<file path="src/rtl/muldiv_seq.sv">
// muldiv_seq: iterative RV32M multiply/divide unit for the EX stage.
// Handles one M-type operation at a time, one bit per cycle: shift-add for
// the multiplies and restoring division for the divides. It stalls the
// pipeline while busy, then presents the result with a one-cycle done pulse.
//
// Ports:
//   clk, rst_n      clock, asynchronous active-low reset
//   start           M-type instruction present in EX
//   func3           0 MUL, 1 MULH, 2 MULHSU, 3 MULHU, 4 DIV, 5 DIVU, 6 REM, 7 REMU
//   op_a, op_b      rs1 / rs2 after forwarding
//   flush           abort the operation in flight (taken branch/jump)
//   busy            FSM is not in IDLE (registered)
//   stall           freeze IF/ID/EX (combinational, includes the accept cycle)
//   done            result valid this cycle (registered)
//   result          last completed result (registered, held until the next one)
module muldiv_seq #(
  parameter int unsigned XLEN = 32
) (
  input  logic            clk,
  input  logic            rst_n,
  input  logic            start,
  input  logic [2:0]      func3,
  input  logic [XLEN-1:0] op_a,
  input  logic [XLEN-1:0] op_b,
  input  logic            flush,
  output logic            busy,
  output logic            stall,
  output logic            done,
  output logic [XLEN-1:0] result
);

  localparam int unsigned CW = $clog2(XLEN);
  localparam int unsigned AW = 2 * XLEN;

  typedef enum logic [2:0] {
    S_IDLE,
    S_PREP,
    S_CALC,
    S_FIX,
    S_DONE
  } state_t;

  state_t          state, state_nxt;
  logic [2:0]      f3_q;
  logic [XLEN-1:0] a_q, b_q;      // raw operands until PREP, magnitudes afterwards
  logic [AW-1:0]   acc_q;         // product, or {remainder, quotient}
  logic [CW-1:0]   cnt_q;
  logic            neg_a_q, neg_b_q;

  logic            signed_a_c, signed_b_c, neg_a_c, neg_b_c;
  logic [AW-1:0]   mul_step_c, div_step_c, prod_c;
  logic [XLEN:0]   rem_sh_c, diff_c;
  logic            ge_c;
  logic [XLEN-1:0] quo_c, rem_c, fix_c;

  // Operand signedness and magnitude sign flags.
  always_comb begin
    signed_a_c = (f3_q != 3'd3) && (f3_q != 3'd5) && (f3_q != 3'd7);
    signed_b_c = signed_a_c && (f3_q != 3'd2);
    neg_a_c    = signed_a_c && a_q[XLEN-1];
    neg_b_c    = signed_b_c && b_q[XLEN-1];
  end

  // One iteration step, MSB first for both multiply and divide.
  always_comb begin
    mul_step_c = {acc_q[AW-2:0], 1'b0} + (b_q[cnt_q] ? {{XLEN{1'b0}}, a_q} : {AW{1'b0}});
    rem_sh_c   = {acc_q[AW-1:XLEN], a_q[cnt_q]};
    ge_c       = (rem_sh_c >= {1'b0, b_q});
    diff_c     = rem_sh_c - {1'b0, b_q};
    // A zero divisor always "fits", giving an all-ones quotient and remainder = |a|.
    div_step_c = {XLEN'(ge_c ? diff_c : rem_sh_c), acc_q[XLEN-2:0], ge_c};
  end

  // Sign correction and result word selection.
  always_comb begin
    prod_c = (neg_a_q ^ neg_b_q) ? -acc_q : acc_q;
    quo_c  = ((neg_a_q ^ neg_b_q) && (b_q != '0)) ? -acc_q[XLEN-1:0] : acc_q[XLEN-1:0];
    rem_c  = neg_a_q ? -acc_q[AW-1:XLEN] : acc_q[AW-1:XLEN];
    if (f3_q[2]) begin
      fix_c = f3_q[1] ? rem_c : quo_c;
    end else begin
      fix_c = (f3_q[1:0] == 2'b00) ? prod_c[XLEN-1:0] : prod_c[AW-1:XLEN];
    end
  end

  // State register plus registered status outputs.
  always_ff @(posedge clk or negedge rst_n) begin
    if (!rst_n) begin
      state <= S_IDLE;
      busy  <= 1'b0;
      done  <= 1'b0;
    end else begin
      state <= state_nxt;
      busy  <= (state_nxt != S_IDLE);
      done  <= (state_nxt == S_DONE);
    end
  end

  // Next-state and stall.
  always_comb begin
    state_nxt = state;
    stall     = 1'b0;
    case (state)
      S_IDLE: begin
        if (start && !flush) begin
          state_nxt = S_PREP;
          stall     = 1'b1;
        end
      end
      S_PREP: begin
        state_nxt = S_CALC;
        stall     = 1'b1;
      end
      S_CALC: begin
        stall = 1'b1;
        if (cnt_q == '0) state_nxt = S_FIX;
      end
      S_FIX: begin
        stall     = 1'b1;
        state_nxt = S_DONE;
      end
      S_DONE:  state_nxt = S_IDLE;
      default: state_nxt = S_IDLE;
    endcase
    if (flush && (state != S_IDLE)) state_nxt = S_IDLE;
  end

  // Datapath registers.
  always_ff @(posedge clk or negedge rst_n) begin
    if (!rst_n) begin
      f3_q    <= '0;
      a_q     <= '0;
      b_q     <= '0;
      acc_q   <= '0;
      cnt_q   <= '0;
      neg_a_q <= 1'b0;
      neg_b_q <= 1'b0;
      result  <= '0;
    end else begin
      case (state)
        S_IDLE: begin
          if (start && !flush) begin
            f3_q <= func3;
            a_q  <= op_a;
            b_q  <= op_b;
          end
        end
        S_PREP: begin
          neg_a_q <= neg_a_c;
          neg_b_q <= neg_b_c;
          a_q     <= neg_a_c ? -a_q : a_q;
          b_q     <= neg_b_c ? -b_q : b_q;
          cnt_q   <= CW'(XLEN - 1);
          acc_q   <= '0;
        end
        S_CALC: begin
          acc_q <= f3_q[2] ? div_step_c : mul_step_c;
          cnt_q <= cnt_q - CW'(1);
        end
        S_FIX: begin
          if (!flush) result <= fix_c;
        end
        default: ;
      endcase
    end
  end

endmodule

</file>
<file path="config.mk">
export PLATFORM = sky130hd
export DESIGN_NAME = muldiv_seq
export DESIGN_NICKNAME = d
export VERILOG_FILES = /design/src/rtl/muldiv_seq.sv
export SDC_FILE = /design/constraint.sdc
export NUM_CORES = 1
export LEC_CHECK = 0
export CAP_MARGIN = 20
export CORE_MARGIN = 2
export CORE_UTILIZATION = 24
export CTS_CLUSTER_DIAMETER = 150
export DETAILED_ROUTE_END_ITERATION = 10
export GPL_ROUTABILITY_DRIVEN = 0
export HOLD_SLACK_MARGIN = 0.03
export PLACE_DENSITY = 0.44
export SLEW_MARGIN = 10
export SYNTH_ARGS = -nofsm -noshare
export SYNTH_HDL_FRONTEND = slang
export SYNTH_SLANG_ARGS = --single-unit
</file>
<file path="constraint.sdc">
create_clock -name clk -period 5.44 [get_ports clk]
set_clock_uncertainty 0.1 [all_clocks]
set_input_delay 0.816 -clock clk [delete_from_list [all_inputs] [get_ports clk]]
set_output_delay 0.816 -clock clk [all_outputs]
set_load 0.02 [all_outputs]
</file>
# Word-level counts from Yosys, hierarchy flattened
# Index checks and enable logic that the tools add are counted.
# totals
regBits	175
output_inout_bits	35
# classes
n_bitwise	2
eq_ne	11
n_lt_le_gt_ge	2
reduce_logical	22
n_addsub	8
n_mux	27
# ops
cell	n
$mux W32	11
$mux W64	2
$neg A32 Y32	4
$pmux W32 S2	2
$pmux W64 S2	1
$add A64 B32 Y64	1
$neg A64 Y64	1
$ge A33 B32 Y1	1
$reduce_bool A32 Y1	1
$sub A32 B32 Y32	1
$pmux W3 S4	1
$bmux W1 S5	2
$pmux W5 S2	1
$mux W3	3
$logic_and A1 B1 Y1	8
$eq A3 B2 Y1 const B	2
$lt A5 B6 Y1 const B	1
$ne A2 B2 Y1 const B	3
$ne A3 B2 Y1 const B	2
$ne A3 B3 Y1 const B	2
$reduce_and A3 Y1	2
$reduce_bool A3 Y1	2
$logic_not A5 Y1	1
$sub A5 B1 Y5 const B	1
12 further kinds	16

# Logic depth before layout (Yosys ltp)
# logic_depth
ltp_word	7
depth_mapped	19

# Least setup slack after synthesis
# Ideal clock, no wire load.
# synth_path
kind	register -> register
startpoint	register cnt_q[0]
endpoint	register acc_q[53]
setup_time_ns	0.126
path_buffers	3
arrival_ns	5.421
synth_period_minus_slack_ns	5.647
stages_incl_launch_ff	20
slack_ns	-0.207
cell_sequence	dfrtp_1 buf_1 mux4_2 mux4_2 mux2i_1 clkbuf_1 nor2_1 ha_1 fa_1 a211oi_1 o21bai_1 o41ai_1 o31ai_1 a211oi_1 o21a_1 clkbuf_1 nor2_1 a31oi_1 a31oi_1 a221o_1
# synth_via
elab_chain_len	6
word_cells_on_any_way	11
cone_classes	2 x add/sub; 1 x order compare; 8 x mux
# synth_lines
item	line	text
start, declared	47	logic [CW-1:0] cnt_q;
start signal, assigned	153	cnt_q <= CW'(XLEN - 1);
start signal, assigned	158	cnt_q <= cnt_q - CW'(1);
$bmux W1 S5, on equally long branches	66, 67	
$mux W1, on equally long branches	66, 67	
$mux W32, or another cell as far along	66	mul_step_c = {acc_q[AW-2:0], 1'b0} + (b_q[cnt_q] ? {{XLEN{1'b0}}, a_q} : {AW{1'b0}});
$add A64 B32 Y64 / $mux W32 (equally long branches)	66, 71	
$mux W64 *	157	acc_q <= f3_q[2] ? div_step_c : mul_step_c;
$pmux W64 S2 *	140	case (state)
end signal, assigned	157	
end, declared	46	logic [AW-1:0] acc_q;
# Mark *: on every way between the ends. The rest lies on a longest branch, timed or not. The select of a mux whose other input is x is not followed.
# A chain may end at the register's enable or synchronous reset.

# Worst setup path in the final report
# layout_path
startpoint	register cnt_q[0]
endpoint	register acc_q[54]
# Same word-level chain as after synthesis.

==> flow_results.xml <==
<?xml version="1.0" encoding="UTF-8"?>
<metrics>
  <group name="run_status">
    <metric name="result_of_the_run" unit="">finished clean</metric>
  </group>
  <group name="power">
    <metric name="cell_pwr_density" unit="nW/um^2">540</metric>
    <metric name="switchingPower" unit="W">0.00548</metric>
    <metric name="clock_power_share" unit="">0.129</metric>
    <metric name="total_power" unit="W">0.0107</metric>
    <metric name="comb_power_share" unit="">0.662</metric>
    <metric name="power.sequential.fraction" unit="">0.209</metric>
    <metric name="power.share.switching" unit="">0.511</metric>
    <metric name="leakage_component_of_the_power" unit="nW">8.30</metric>
    <metric name="power.internal" unit="W">0.00525</metric>
    <metric name="irDropWorstVdd" unit="uV">227</metric>
  </group>
  <group name="global_routing">
    <metric name="grt_usage" unit="">0.188</metric>
    <metric name="grt_antenna_before_repair" unit="">0</metric>
    <metric name="grt_start_max_net_pins" unit="">88</metric>
    <metric name="grt_overflow" unit="">0</metric>
    <metric name="grt_busiest_layer" unit="">met2</metric>
    <metric name="globalRouteMet1Util" unit="">0.271</metric>
    <metric name="global_route_met3_utilization" unit="">0.0343</metric>
    <metric name="grt.met2_usage" unit="">0.281</metric>
    <metric name="grt_pass1_vias" unit="">16200</metric>
    <metric name="grt_first_pass_wirelength" unit="um">102000</metric>
  </group>
  <group name="synth">
    <metric name="synth_enable_flop_cells" unit="">0</metric>
    <metric name="netlist_top_cells_area" unit="">dfrtp_1 27%, o21ai_0 5.9%, ha_1 5.3%</metric>
    <metric name="yosys.cell_types.count" unit="">83</metric>
    <metric name="share_of_the_synthesized_area_in_the_top_cell_type" unit="">0.265</metric>
    <metric name="synthCells" unit="">2146</metric>
    <metric name="ys_seq_elements" unit="">175</metric>
    <metric name="async_flop_share" unit="">1.00</metric>
    <metric name="postSynthNetCount" unit="">2289</metric>
    <metric name="netlist_area" unit="sq um">16500</metric>
    <metric name="synth_commonest_cells" unit="">208 x nor2_1, 206 x nand2_1, 194 x o21ai_0</metric>
    <metric name="sequential_to_total_area_share_from_yosys_stat" unit="">0.265</metric>
    <metric name="synth_most_common_cell" unit="">nor2_1</metric>
    <metric name="post-synth-top-area-cell" unit="">dfrtp_1</metric>
    <metric name="post_syn_area_per_cell" unit="sq um">7.69</metric>
    <metric name="synth_flop_cell" unit="">dfrtp_1</metric>
    <metric name="yosysWarnings" unit="">0</metric>
  </group>
  <group name="setup_path">
    <metric name="worst_ep_arrival_time" unit="ns">5.52</metric>
    <metric name="critical_path.endpoint_type" unit="">flop</metric>
    <metric name="cp-startpoint" unit="">cnt_q[0]</metric>
    <metric name="critPathLaunchType" unit="">flop</metric>
    <metric name="cp.required" unit="ns">5.73</metric>
    <metric name="crit_reg_reg_startpoint" unit="">cnt_q[0]</metric>
    <metric name="maximum_fanout_along_the_worst_path" unit="">9</metric>
    <metric name="setup.worst_path.class" unit="">flop to flop</metric>
  </group>
  <group name="layout">
    <metric name="count_of_filler_cells_inserted_in_the_layout" unit="">7324</metric>
    <metric name="area_growth" unit="%">20.4</metric>
    <metric name="seq_area" unit="sq um">4380</metric>
    <metric name="area_of_combinational_cells_with_multiple_inputs" unit="sq um">11300</metric>
    <metric name="layout.core_utilization" unit="">0.291</metric>
    <metric name="post_route_cells_drive_above_1_share" unit="">0.111</metric>
    <metric name="n_antenna_cell" unit="">0</metric>
    <metric name="layout.nets" unit="">2380</metric>
  </group>
  <group name="timing">
    <metric name="layout_worst_path_cycle_share" unit="">0.962</metric>
    <metric name="maxClockFrequency" unit="MHz">191</metric>
    <metric name="smallest_setup_slack_after_layout" unit="ns">0.209</metric>
    <metric name="setup-violations-final" unit="">0</metric>
    <metric name="post-route-min-period" unit="ns">5.23</metric>
    <metric name="worst_case_headroom_to_the_max_slew_limit" unit="">0.293</metric>
    <metric name="tns" unit="ns">0</metric>
    <metric name="rsz0062_at_grt" unit="">false</metric>
    <metric name="finalHoldViolations" unit="">0</metric>
    <metric name="drv_slew" unit="">0</metric>
    <metric name="worst_slew_pin_slew" unit="ns">1.06</metric>
  </group>
  <group name="clocking">
    <metric name="worstSkewPairLatency" unit="ns">0.52</metric>
    <metric name="tritoncts_buffer_count" unit="">17</metric>
    <metric name="htree_levels" unit="">4</metric>
    <metric name="cts_post_setup_buffers_inserted" unit="">0</metric>
    <metric name="tritoncts" unit="">yes</metric>
    <metric name="cts_hold_buffers" unit="">0</metric>
    <metric name="clk_transition_reported_paths" unit="ns">0.08</metric>
    <metric name="clkSinkCount" unit="">175</metric>
    <metric name="cts.root.buffer_cell" unit="">clkbuf_16</metric>
    <metric name="cts-root-to-sink-buffers" unit="">2</metric>
  </group>
  <group name="detailed_routing">
    <metric name="antenna_left" unit="">0</metric>
    <metric name="drt_iter0_markers" unit="">1339</metric>
    <metric name="drtPass1Iterations" unit="">7</metric>
    <metric name="vias_per_cell" unit="">5.41</metric>
    <metric name="wire_per_inst" unit="um">21.3</metric>
    <metric name="drt-total-wl" unit="um">66800</metric>
    <metric name="drc" unit="">0</metric>
    <metric name="dr_total_vias" unit="">16900</metric>
  </group>
  <group name="run">
    <metric name="timing.max_cap.violations" unit="">0</metric>
  </group>
  <group name="floorplanning">
    <metric name="die_width" unit="um">266</metric>
    <metric name="initial_core_util" unit="">0.241</metric>
    <metric name="die_h" unit="um">266</metric>
    <metric name="ios" unit="">106</metric>
    <metric name="design.die.area" unit="sq um">70900</metric>
    <metric name="coreArea" unit="sq um">68300</metric>
    <metric name="rows" unit="">96</metric>
  </group>
  <group name="placement">
    <metric name="dpl_worst_slack" unit="ns">-0.153</metric>
    <metric name="place.port_buffers" unit="">105</metric>
    <metric name="hpwl" unit="um">50900</metric>
  </group>
  <group name="hold_path">
    <metric name="holdCritPathClass" unit="">input pin to asynchronous set/reset pin</metric>
  </group>
</metrics>
-- area by class of cell --
type / instances / area share
Multi-Input combinational cell: 1723 / 0.569
Tap cell: 882 / 0.0555
Sequential cell: 175 / 0.220
Clock inverter: 13 / 0.00888
Inverter: 73 / 0.0138
Timing Repair Buffer: 247 / 0.110
Clock buffer: 18 / 0.0221
-- layer usage --
metal	part of all wire	up-vias	wire length (um)
li1	-	8032	-
met4	0.025	0	1660
met5	0	-	0
met1	0.48	8290	32000
met2	0.44	551	29200
met3	0.058	68	3860
-- flip-flops by register name, summed over array words and instances (netlist names), 3 cells and up --
register	flops
b_q	32
f3_q	3
cnt_q	5
state	3
result	32
acc_q	64
a_q	32
-- worst paths after layout --
| kind | end | slack, ns | cells past startpoint |
|---|---|---|---|
| max in group asynchronous | acc_q[54] | 3.70 | 2 |
| max | acc_q[54] | 0.21 | 21 |
| min reg2reg | result[9] | 0.38 | 2 |
| min | b_q[16] | 0.26 | 1 |
| min in group clk | result[9] | 0.38 | 2 |
| max reg2reg | acc_q[54] | 0.21 | 21 |
-- cell usage in the layout, fill, tap and decap left out, types with 70 or more instances in the layout --
cell type,Yosys,routed
clkdlybuf4s50_1,0,104
inv_1,71,71
nor2_1,208,205
xor2_1,91,90
o21ai_0,194,192
xnor2_1,92,91
buf_4,0,135
a21oi_1,159,159
nand2_1,206,206
ha_1,70,70
dfrtp_1,175,174
-- critical path, cell delays in order (launching register included) --
cell      delay, ns
dfrtp_1        0.41
buf_12         0.17
mux4_2         0.54
mux4_2         0.51
mux2i_1        0.19
buf_4          0.16
ha_1           0.16
inv_1          0.06
fa_1           0.40
a21o_1         0.21
a221oi_2       0.22
buf_4          0.15
nor3b_1        0.06
o311ai_1       0.27
buf_4          0.17
a311o_1        0.21
o21ai_1        0.13
a211oi_1       0.25
buf_4          0.15
xor2_1         0.16
o211ai_1       0.10
a32o_1         0.28
-- what timing repair did --
action                     in CTS  in global routing
gates resized for setup         4                 16
pin swaps                       0                  1
setup endpoints to repair      15                 35
-- per-stage QoR --
stage | cells | hold slack, ns | cell area, sq um
2_1_floorplan | 2146 | 0.398 | 16500
3_3_place_gp | 3099 | 0.370 | 19200
3_5_place_dp | 3099 | 0.374 | 19200
4_1_cts | 3130 | 0.294 | 19800
5_1_grt | 3131 | 0.310 | 19900
6_report | 3131 | 0.264 | 19900
-- power groups by stage --
stage / sequential, W / clock, W / combinational [W]
floorplan: 0.00198 / 0 / 0.00476
global placement: 0.00226 / 0 / 0.00690
detailed placement: 0.00227 / 0 / 0.00696
CTS: 0.00224 / 0.00142 / 0.00699
global route: 0.00230 / 0.00146 / 0.00775
finish: 0.00224 / 0.00138 / 0.00710
-- kinds of logic (layout without fill, tap and decap cells) --
family / after synthesis / in the layout / share of synthesized area
AND/OR/NAND/NOR: 736 / 736 / 0.213
AO/OA/AOI/OAI: 686 / 686 / 0.267
buffers and inverters: 248 / 351 / 0.0584
XOR/XNOR: 183 / 183 / 0.0971
flip-flops: 175 / 175 / 0.265
adder cells (fa/ha/maj): 72 / 72 / 0.0555
multiplexers: 46 / 46 / 0.0434
(Power assumes the default switching activity.)
